**config.mk**
```make
export PLATFORM = sky130hd
export DESIGN_NAME = microsequencer
export DESIGN_NICKNAME = d
export VERILOG_FILES = /design/src/rtl/useq_pkg.sv /design/src/rtl/useq_dispatch.sv /design/src/rtl/microsequencer.sv
export SDC_FILE = /design/constraint.sdc
export NUM_CORES = 1
export LEC_CHECK = 0
export CAP_MARGIN = 25
export CELL_PAD_IN_SITES_DETAIL_PLACEMENT = 1
export CELL_PAD_IN_SITES_GLOBAL_PLACEMENT = 1
export CORE_ASPECT_RATIO = 0.75
export CORE_MARGIN = 2
export CORE_UTILIZATION = 35
export CTS_CLUSTER_DIAMETER = 60
export DETAILED_ROUTE_END_ITERATION = 10
export GPL_ROUTABILITY_DRIVEN = 1
export GPL_TIMING_DRIVEN = 0
export PLACE_DENSITY_LB_ADDON = 0.1
export SETUP_SLACK_MARGIN = 0.4
export SKIP_CTS_REPAIR_TIMING = 1
export SYNTH_ARGS = -nofsm -noshare
export SYNTH_HDL_FRONTEND = slang
export SYNTH_SLANG_ARGS = --single-unit
```
**constraint.sdc**
```tcl
create_clock -name clk -period 3.77 [get_ports clk]
set_input_delay 0.5655 -clock clk [delete_from_list [all_inputs] [get_ports clk]]
set_output_delay 0.5655 -clock clk [all_outputs]
set_load 0.01 [all_outputs]
```
**src/rtl/useq_pkg.sv**
```systemverilog
// ---------------------------------------------------------------------------
// useq_pkg
// Shared constants for the microsequencer slice: FSM state encodings,
// next-address select (nssel) encodings, control-word field bit positions,
// the RV32 major opcodes recognised at dispatch and the micro-addresses
// each of them dispatches to.
// ---------------------------------------------------------------------------
package useq_pkg;

   // Sequencer FSM states
   localparam logic [1:0] ST_ISSUE    = 2'd0;
   localparam logic [1:0] ST_EXEC     = 2'd1;
   localparam logic [1:0] ST_WAIT_MEM = 2'd2;

   // Next-address select encodings (control-word nssel field)
   localparam logic [1:0] NS_DBIN     = 2'b00;
   localparam logic [1:0] NS_ONE      = 2'b01;
   localparam logic [1:0] NS_DISPATCH = 2'b10;
   localparam logic [1:0] NS_BRANCH   = 2'b11;

   // Control-word field positions, MSB-first
   localparam int CW_PCUP_HI  = 27;
   localparam int CW_PCUP_LO  = 26;
   localparam int CW_PCALU_HI = 25;
   localparam int CW_PCALU_LO = 24;
   localparam int CW_ASRC_HI  = 23;
   localparam int CW_ASRC_LO  = 21;
   localparam int CW_ADEST_HI = 20;
   localparam int CW_ADEST_LO = 19;
   localparam int CW_BSRC_HI  = 18;
   localparam int CW_BSRC_LO  = 16;
   localparam int CW_BDEST_HI = 15;
   localparam int CW_BDEST_LO = 14;
   localparam int CW_ALU_HI   = 13;
   localparam int CW_ALU_LO   = 11;
   localparam int CW_MEM_HI   = 10;
   localparam int CW_MEM_LO   = 8;
   localparam int CW_IRE      = 7;
   localparam int CW_NSSEL_HI = 6;
   localparam int CW_NSSEL_LO = 5;
   localparam int CW_DBIN_HI  = 4;
   localparam int CW_DBIN_LO  = 0;

   // Major opcodes recognised at dispatch
   localparam logic [6:0] OP_LUI    = 7'b0110111;
   localparam logic [6:0] OP_STORE  = 7'b0100011;
   localparam logic [6:0] OP_AUIPC  = 7'b0010111;
   localparam logic [6:0] OP_RTYPE  = 7'b0110011;
   localparam logic [6:0] OP_ITYPE  = 7'b0010011;
   localparam logic [6:0] OP_LOAD   = 7'b0000011;
   localparam logic [6:0] OP_BRANCH = 7'b1100011;
   localparam logic [6:0] OP_JAL    = 7'b1101111;

   // Micro-routine entry points for each opcode
   localparam logic [4:0] UA_LUI    = 5'd2;
   localparam logic [4:0] UA_STORE  = 5'd3;
   localparam logic [4:0] UA_AUIPC  = 5'd4;
   localparam logic [4:0] UA_RTYPE  = 5'd5;
   localparam logic [4:0] UA_ITYPE  = 5'd7;
   localparam logic [4:0] UA_LOAD   = 5'd9;
   localparam logic [4:0] UA_BRANCH = 5'd12;
   localparam logic [4:0] UA_JAL    = 5'd16;

endpackage

```
**src/rtl/useq_dispatch.sv**
```systemverilog
// ---------------------------------------------------------------------------
// useq_dispatch
// Combinational opcode -> micro-routine entry address table.
//   opcode  : IR[6:0]
//   addr    : entry micro-address (0 for an unknown opcode)
//   illegal : high when opcode is not one of the recognised majors
// ---------------------------------------------------------------------------
module useq_dispatch
   import useq_pkg::*;
#(
   parameter int UA_W = 5
) (
   input  logic [6:0]      opcode,
   output logic [UA_W-1:0] addr,
   output logic            illegal
);

   // Table lookup; anything unrecognised lands on address 0 and is flagged
   always_comb begin
      addr    = '0;
      illegal = 1'b0;
      case (opcode)
         OP_LUI:    addr = UA_W'(UA_LUI);
         OP_STORE:  addr = UA_W'(UA_STORE);
         OP_AUIPC:  addr = UA_W'(UA_AUIPC);
         OP_RTYPE:  addr = UA_W'(UA_RTYPE);
         OP_ITYPE:  addr = UA_W'(UA_ITYPE);
         OP_LOAD:   addr = UA_W'(UA_LOAD);
         OP_BRANCH: addr = UA_W'(UA_BRANCH);
         OP_JAL:    addr = UA_W'(UA_JAL);
         default:   illegal = 1'b1;
      endcase
   end

endmodule

```
**src/rtl/microsequencer.sv**
```systemverilog
// ---------------------------------------------------------------------------
// microsequencer
// Walks a registered control-word ROM (a separate peer block) one
// microinstruction at a time: ISSUE presents addr, EXEC strobes the returned
// word to the datapath, WAIT_MEM stretches a memory microinstruction until
// the memory handshake completes.
//   clk, rst_n  : clock, asynchronous active-low reset
//   controlword : ROM word registered for the last issued addr
//   opcode      : IR[6:0], used for dispatch
//   br_cond     : ALU branch-taken flag, used for conditional sequencing
//   mem_ready   : memory-complete handshake
//   addr        : registered micro-address to the ROM
//   cw_valid    : one-cycle strobe, datapath acts on controlword when high
//   illegal     : sticky unknown-opcode flag, cleared only by reset
//   instret     : count of IR loads
// ---------------------------------------------------------------------------
module microsequencer
   import useq_pkg::*;
#(
   parameter int CW_W = 28,
   parameter int UA_W = 5
) (
   input  logic            clk,
   input  logic            rst_n,
   input  logic [CW_W-1:0] controlword,
   input  logic [6:0]      opcode,
   input  logic            br_cond,
   input  logic            mem_ready,
   output logic [UA_W-1:0] addr,
   output logic            cw_valid,
   output logic            illegal,
   output logic [31:0]     instret
);

   logic [1:0]      state;
   logic [1:0]      stateNext;
   logic [2:0]      memField;
   logic            irecntl;
   logic [1:0]      nssel;
   logic [4:0]      dbin;
   logic            memStall;
   logic            exitEdge;
   logic [UA_W-1:0] addrNext;
   logic [UA_W-1:0] dispAddr;
   logic            dispIllegal;
   logic            unusedCw;

   assign memField = controlword[CW_MEM_HI:CW_MEM_LO];
   assign irecntl  = controlword[CW_IRE];
   assign nssel    = controlword[CW_NSSEL_HI:CW_NSSEL_LO];
   assign dbin     = controlword[CW_DBIN_HI:CW_DBIN_LO];

   // Datapath fields are decoded downstream; the sequencer ignores them
   assign unusedCw = ^controlword[CW_PCUP_HI:CW_ALU_LO];

   useq_dispatch #(
      .UA_W    (UA_W)
   ) u_dispatch (
      .opcode  (opcode),
      .addr    (dispAddr),
      .illegal (dispIllegal)
   );

   // A memory microinstruction stalls when the handshake has not yet
   // completed; the exit edge is the last cycle the current word is live,
   // and is the only point where opcode and br_cond are looked at
   always_comb begin
      memStall = (memField != 3'b000) && !mem_ready;
      exitEdge = ((state == ST_EXEC) && !memStall) ||
                 ((state == ST_WAIT_MEM) && mem_ready);
   end

   // Next state: ISSUE always spends exactly one cycle so the ROM can
   // register the word for the address it was just handed
   always_comb begin
      stateNext = ST_ISSUE;
      case (state)
         ST_ISSUE:    stateNext = ST_EXEC;
         ST_EXEC:     stateNext = memStall ? ST_WAIT_MEM : ST_ISSUE;
         ST_WAIT_MEM: stateNext = mem_ready ? ST_ISSUE : ST_WAIT_MEM;
         default:     stateNext = ST_ISSUE;
      endcase
   end

   // Next micro-address from the nssel field; the branch form keeps the
   // upper dbin bits and lets the ALU flag pick the even/odd target
   always_comb begin
      addrNext = '0;
      case (nssel)
         NS_DBIN:     addrNext = UA_W'(dbin);
         NS_ONE:      addrNext = UA_W'(5'd1);
         NS_DISPATCH: addrNext = dispAddr;
         NS_BRANCH:   addrNext = UA_W'({dbin[4:1], br_cond});
         default:     addrNext = '0;
      endcase
   end

   // Strobe is simply "in EXEC", so reset (which forces ISSUE) kills it
   // immediately and a fresh release never strobes the unreset ROM word
   assign cw_valid = (state == ST_EXEC);

   // Sequencer state, address, sticky illegal flag and retired-instruction
   // counter; instret counts in EXEC so a following WAIT_MEM cannot count
   // the same word twice
   always_ff @(posedge clk or negedge rst_n) begin
      if (!rst_n) begin
         state   <= ST_ISSUE;
         addr    <= '0;
         illegal <= 1'b0;
         instret <= 32'd0;
      end else begin
         state <= stateNext;
         if (exitEdge) begin
            addr <= addrNext;
            if ((nssel == NS_DISPATCH) && dispIllegal) begin
               illegal <= 1'b1;
            end
         end
         if ((state == ST_EXEC) && irecntl) begin
            instret <= instret + 32'd1;
         end
      end
   end

endmodule

```
==> metrics.txt <==
run status=complete, no violations; Clock Skew=0.008142 ns; kind of critical path=reg -> out; most frequent cells in the layout=clkdlybuf4s50_1, dfrtp_1, xnor2_1; overall routed net length=4729 µm; layout cells sized above 1=0.09412; final setup TNS=0 ns; post-synthesis compound-gate area fraction=0.05698; All-Layer GR Usage=0.1545; number of global-route vias before repair=1,624; Worst-Margin Slew=0.4538 ns; DRC viols=0; largest family of logic cells by synthesized area=simple AND/OR/NAND/NOR gates; maxcap violations=0; Area Growth Syn to Fin=40.39%; Via density=4.870; worst vdd ir=313.2 µV; CTS root buf=clkbuf_8; Die X=91.25 µm; drt first pass iters=4; htree depth=2; worst skew pair latency=0.29 ns; Detail Route Antenna Nets=0; crit path DAT=1.60 ns; final setup violation count=0; io pins=78; post-synthesis cell count=187; syn_nets=227; Yosys cell types=33; Final Wtd Congestion=0.7430; mux contribution to synthesized area=0.02192; FMAX=0.4617 GHz; power per cell area=459.4 nW/µm²; total CTS buffers=5; GRT overflow=0; Hold Path Class=in -> async; Critical Path Fanout Max=6; Initial Util=0.3674; I/O Buffers=59; Die Height=69.44 µm; Max-slew headroom=0.6974; unrepaired setup endpoints after global routing=false; Cell Area, Synth=1998 µm²; Die Area=6336 µm²; nets=294; overall via count from detail_route=1,607; WL/cell=14.33 µm; Clock Power Share=0.266; P_leak=1.216 nW; largest net degree at the start of global routing=31; NetSw=387.3 µW; Yosys top cell by area=dfrtp_1; Syn Area/Cell=10.69 µm²; CP startpoint kind=register; initial antenna violation count=0; P_int=901.5 µW; Non-Filler Instances=330; CTS Buffer Depth=2; Cells after DPL=322; Final period util=0.5745; max-slew violations=0; CTS tree=built; register share of total power=0.449; YS warnings=0; fin crit period=2.166 ns; core area=5439 µm²; final core occ=0.5158; top post-synthesis cells by area=dfrtp_1, xnor2_1, xor2_1, and3_1, nor2_1; Clock transition at path regs=0.08 ns; Seq/Total Area, Yosys=0.5009; ant diodes=0; post-synth top area share=0.5009; Crit path required time=3.20 ns; Pwr Total=1.289 mW; post-synthesis adder-cell area fraction=0.006262; Gate power share=0.285; Sw Share=0.3005; xor/xnor share of the synthesized area=0.1490; drt initial violations=61; Synth Register Bits=40; Cell Area, Placed=2698 µm²; first-pass GRT wire length=7928 µm; Simple-Gate Fraction of Synth Area=0.2536; hold violation count in the final report=0; Core Rows=23; most common cell after layout, fill and taps aside=clkdlybuf4s50_1; TritonCTS Sinks=40; dpl hpwl=3604 µm; nature of the critical path endpoint=primary output; design area=2805 µm²
## power groups by stage
stage          Clock, mW  Sequential [mW]  Combinational [mW]
6_report           0.343            0.578               0.367
5_1_grt            0.373            0.591               0.399
4_1_cts            0.356            0.579               0.371
3_5_place_dp           0            0.586               0.369
3_3_place_gp           0            0.583               0.358
2_1_floorplan          0            0.596               0.148
## synth_stat cells, drive strengths merged
| library cell | number |
|---|---|
| dfrtp | 40 |
| xnor2 | 23 |
| nor2 | 18 |
| nand2 | 13 |
| nand3 | 13 |
| and3 | 11 |
| xor2 | 11 |
| nand4 | 8 |
| nor3 | 7 |
| a21oi | 6 |
| nor2b | 5 |
| o21ai | 5 |
| a22oi | 4 |
| inv | 4 |
| mux2 | 3 |
| and4 | 2 |
| clkbuf | 2 |
| nand3b | 2 |
| nor4 | 2 |
| a31o | 1 |
| a32oi | 1 |
| and2 | 1 |
| and4b | 1 |
| ha | 1 |
| mux2i | 1 |
| o31ai | 1 |
| or4 | 1 |
## sequential cells by signal, indices dropped and copies added (netlist names)
signal and cells:
addr 5, illegal 1, instret 32, state 2
## path summary, 6_finish.rpt
path | startpoint | endpoint | slack (ns) | depth (start not counted)
worst max-delay path | state[0] | cw_valid | 1.60 | 2
worst min-delay path | rst_n | instret[1] | 0.15 | 1
worst max register to register | state[1] | instret[15] | 2.05 | 5
worst min register to register | instret[31] | instret[31] | 0.46 | 1
max in group asynchronous | rst_n | instret[29] | 3.16 | 2
min in group clk | instret[31] | instret[31] | 0.46 | 1
## cell type report
type / instances / area [µm²]
tap: 75 / 93.84
inverter: 4 / 15.01
buffer: 2 / 7.507
sequential: 40 / 1001
timing repair buffer: 60 / 605.6
clock buffer: 6 / 72.57
multi-input combinational: 141 / 974.7
clock inverter: 2 / 35.03
fill: 622 / 2634
## metal layers
| layer | part of all wire | vias up | global-route usage |
|---|---|---|---|
| li1 | - | 789 | - |
| met1 | 0.53 | 779 | 0.2290 |
| met2 | 0.43 | 34 | 0.2255 |
| met3 | 0.035 | 5 | 0.03804 |
| met4 | 0.0089 | 0 | 0.04040 |
| met5 | 0 | - | 0 |
## critical path, cell delays in order, from the launching register on
cell and delay, ns:
dfrtp_1 0.46, nor2b_1 0.28, clkdlybuf4s50_1 0.58
## through the flow
stage | worst slack (ns) | hold WS (ns)
2_1_floorplan | 2.053 | 0.2699
3_3_place_gp | 1.082 | 0.4554
3_5_place_dp | 1.499 | 0.4591
4_1_cts | 1.607 | 0.1504
5_1_grt | 1.543 | 0.1481
6_report | 1.604 | 0.1522
## logic make-up after synthesis
family          Yosys count
compound gates           18
buf+inv                   6
xor+xnor                 34
simple gates             84
flops                    40
fa+ha+maj                 1
mux                       4
No activity file was read; power rests on OpenSTA's default activity.
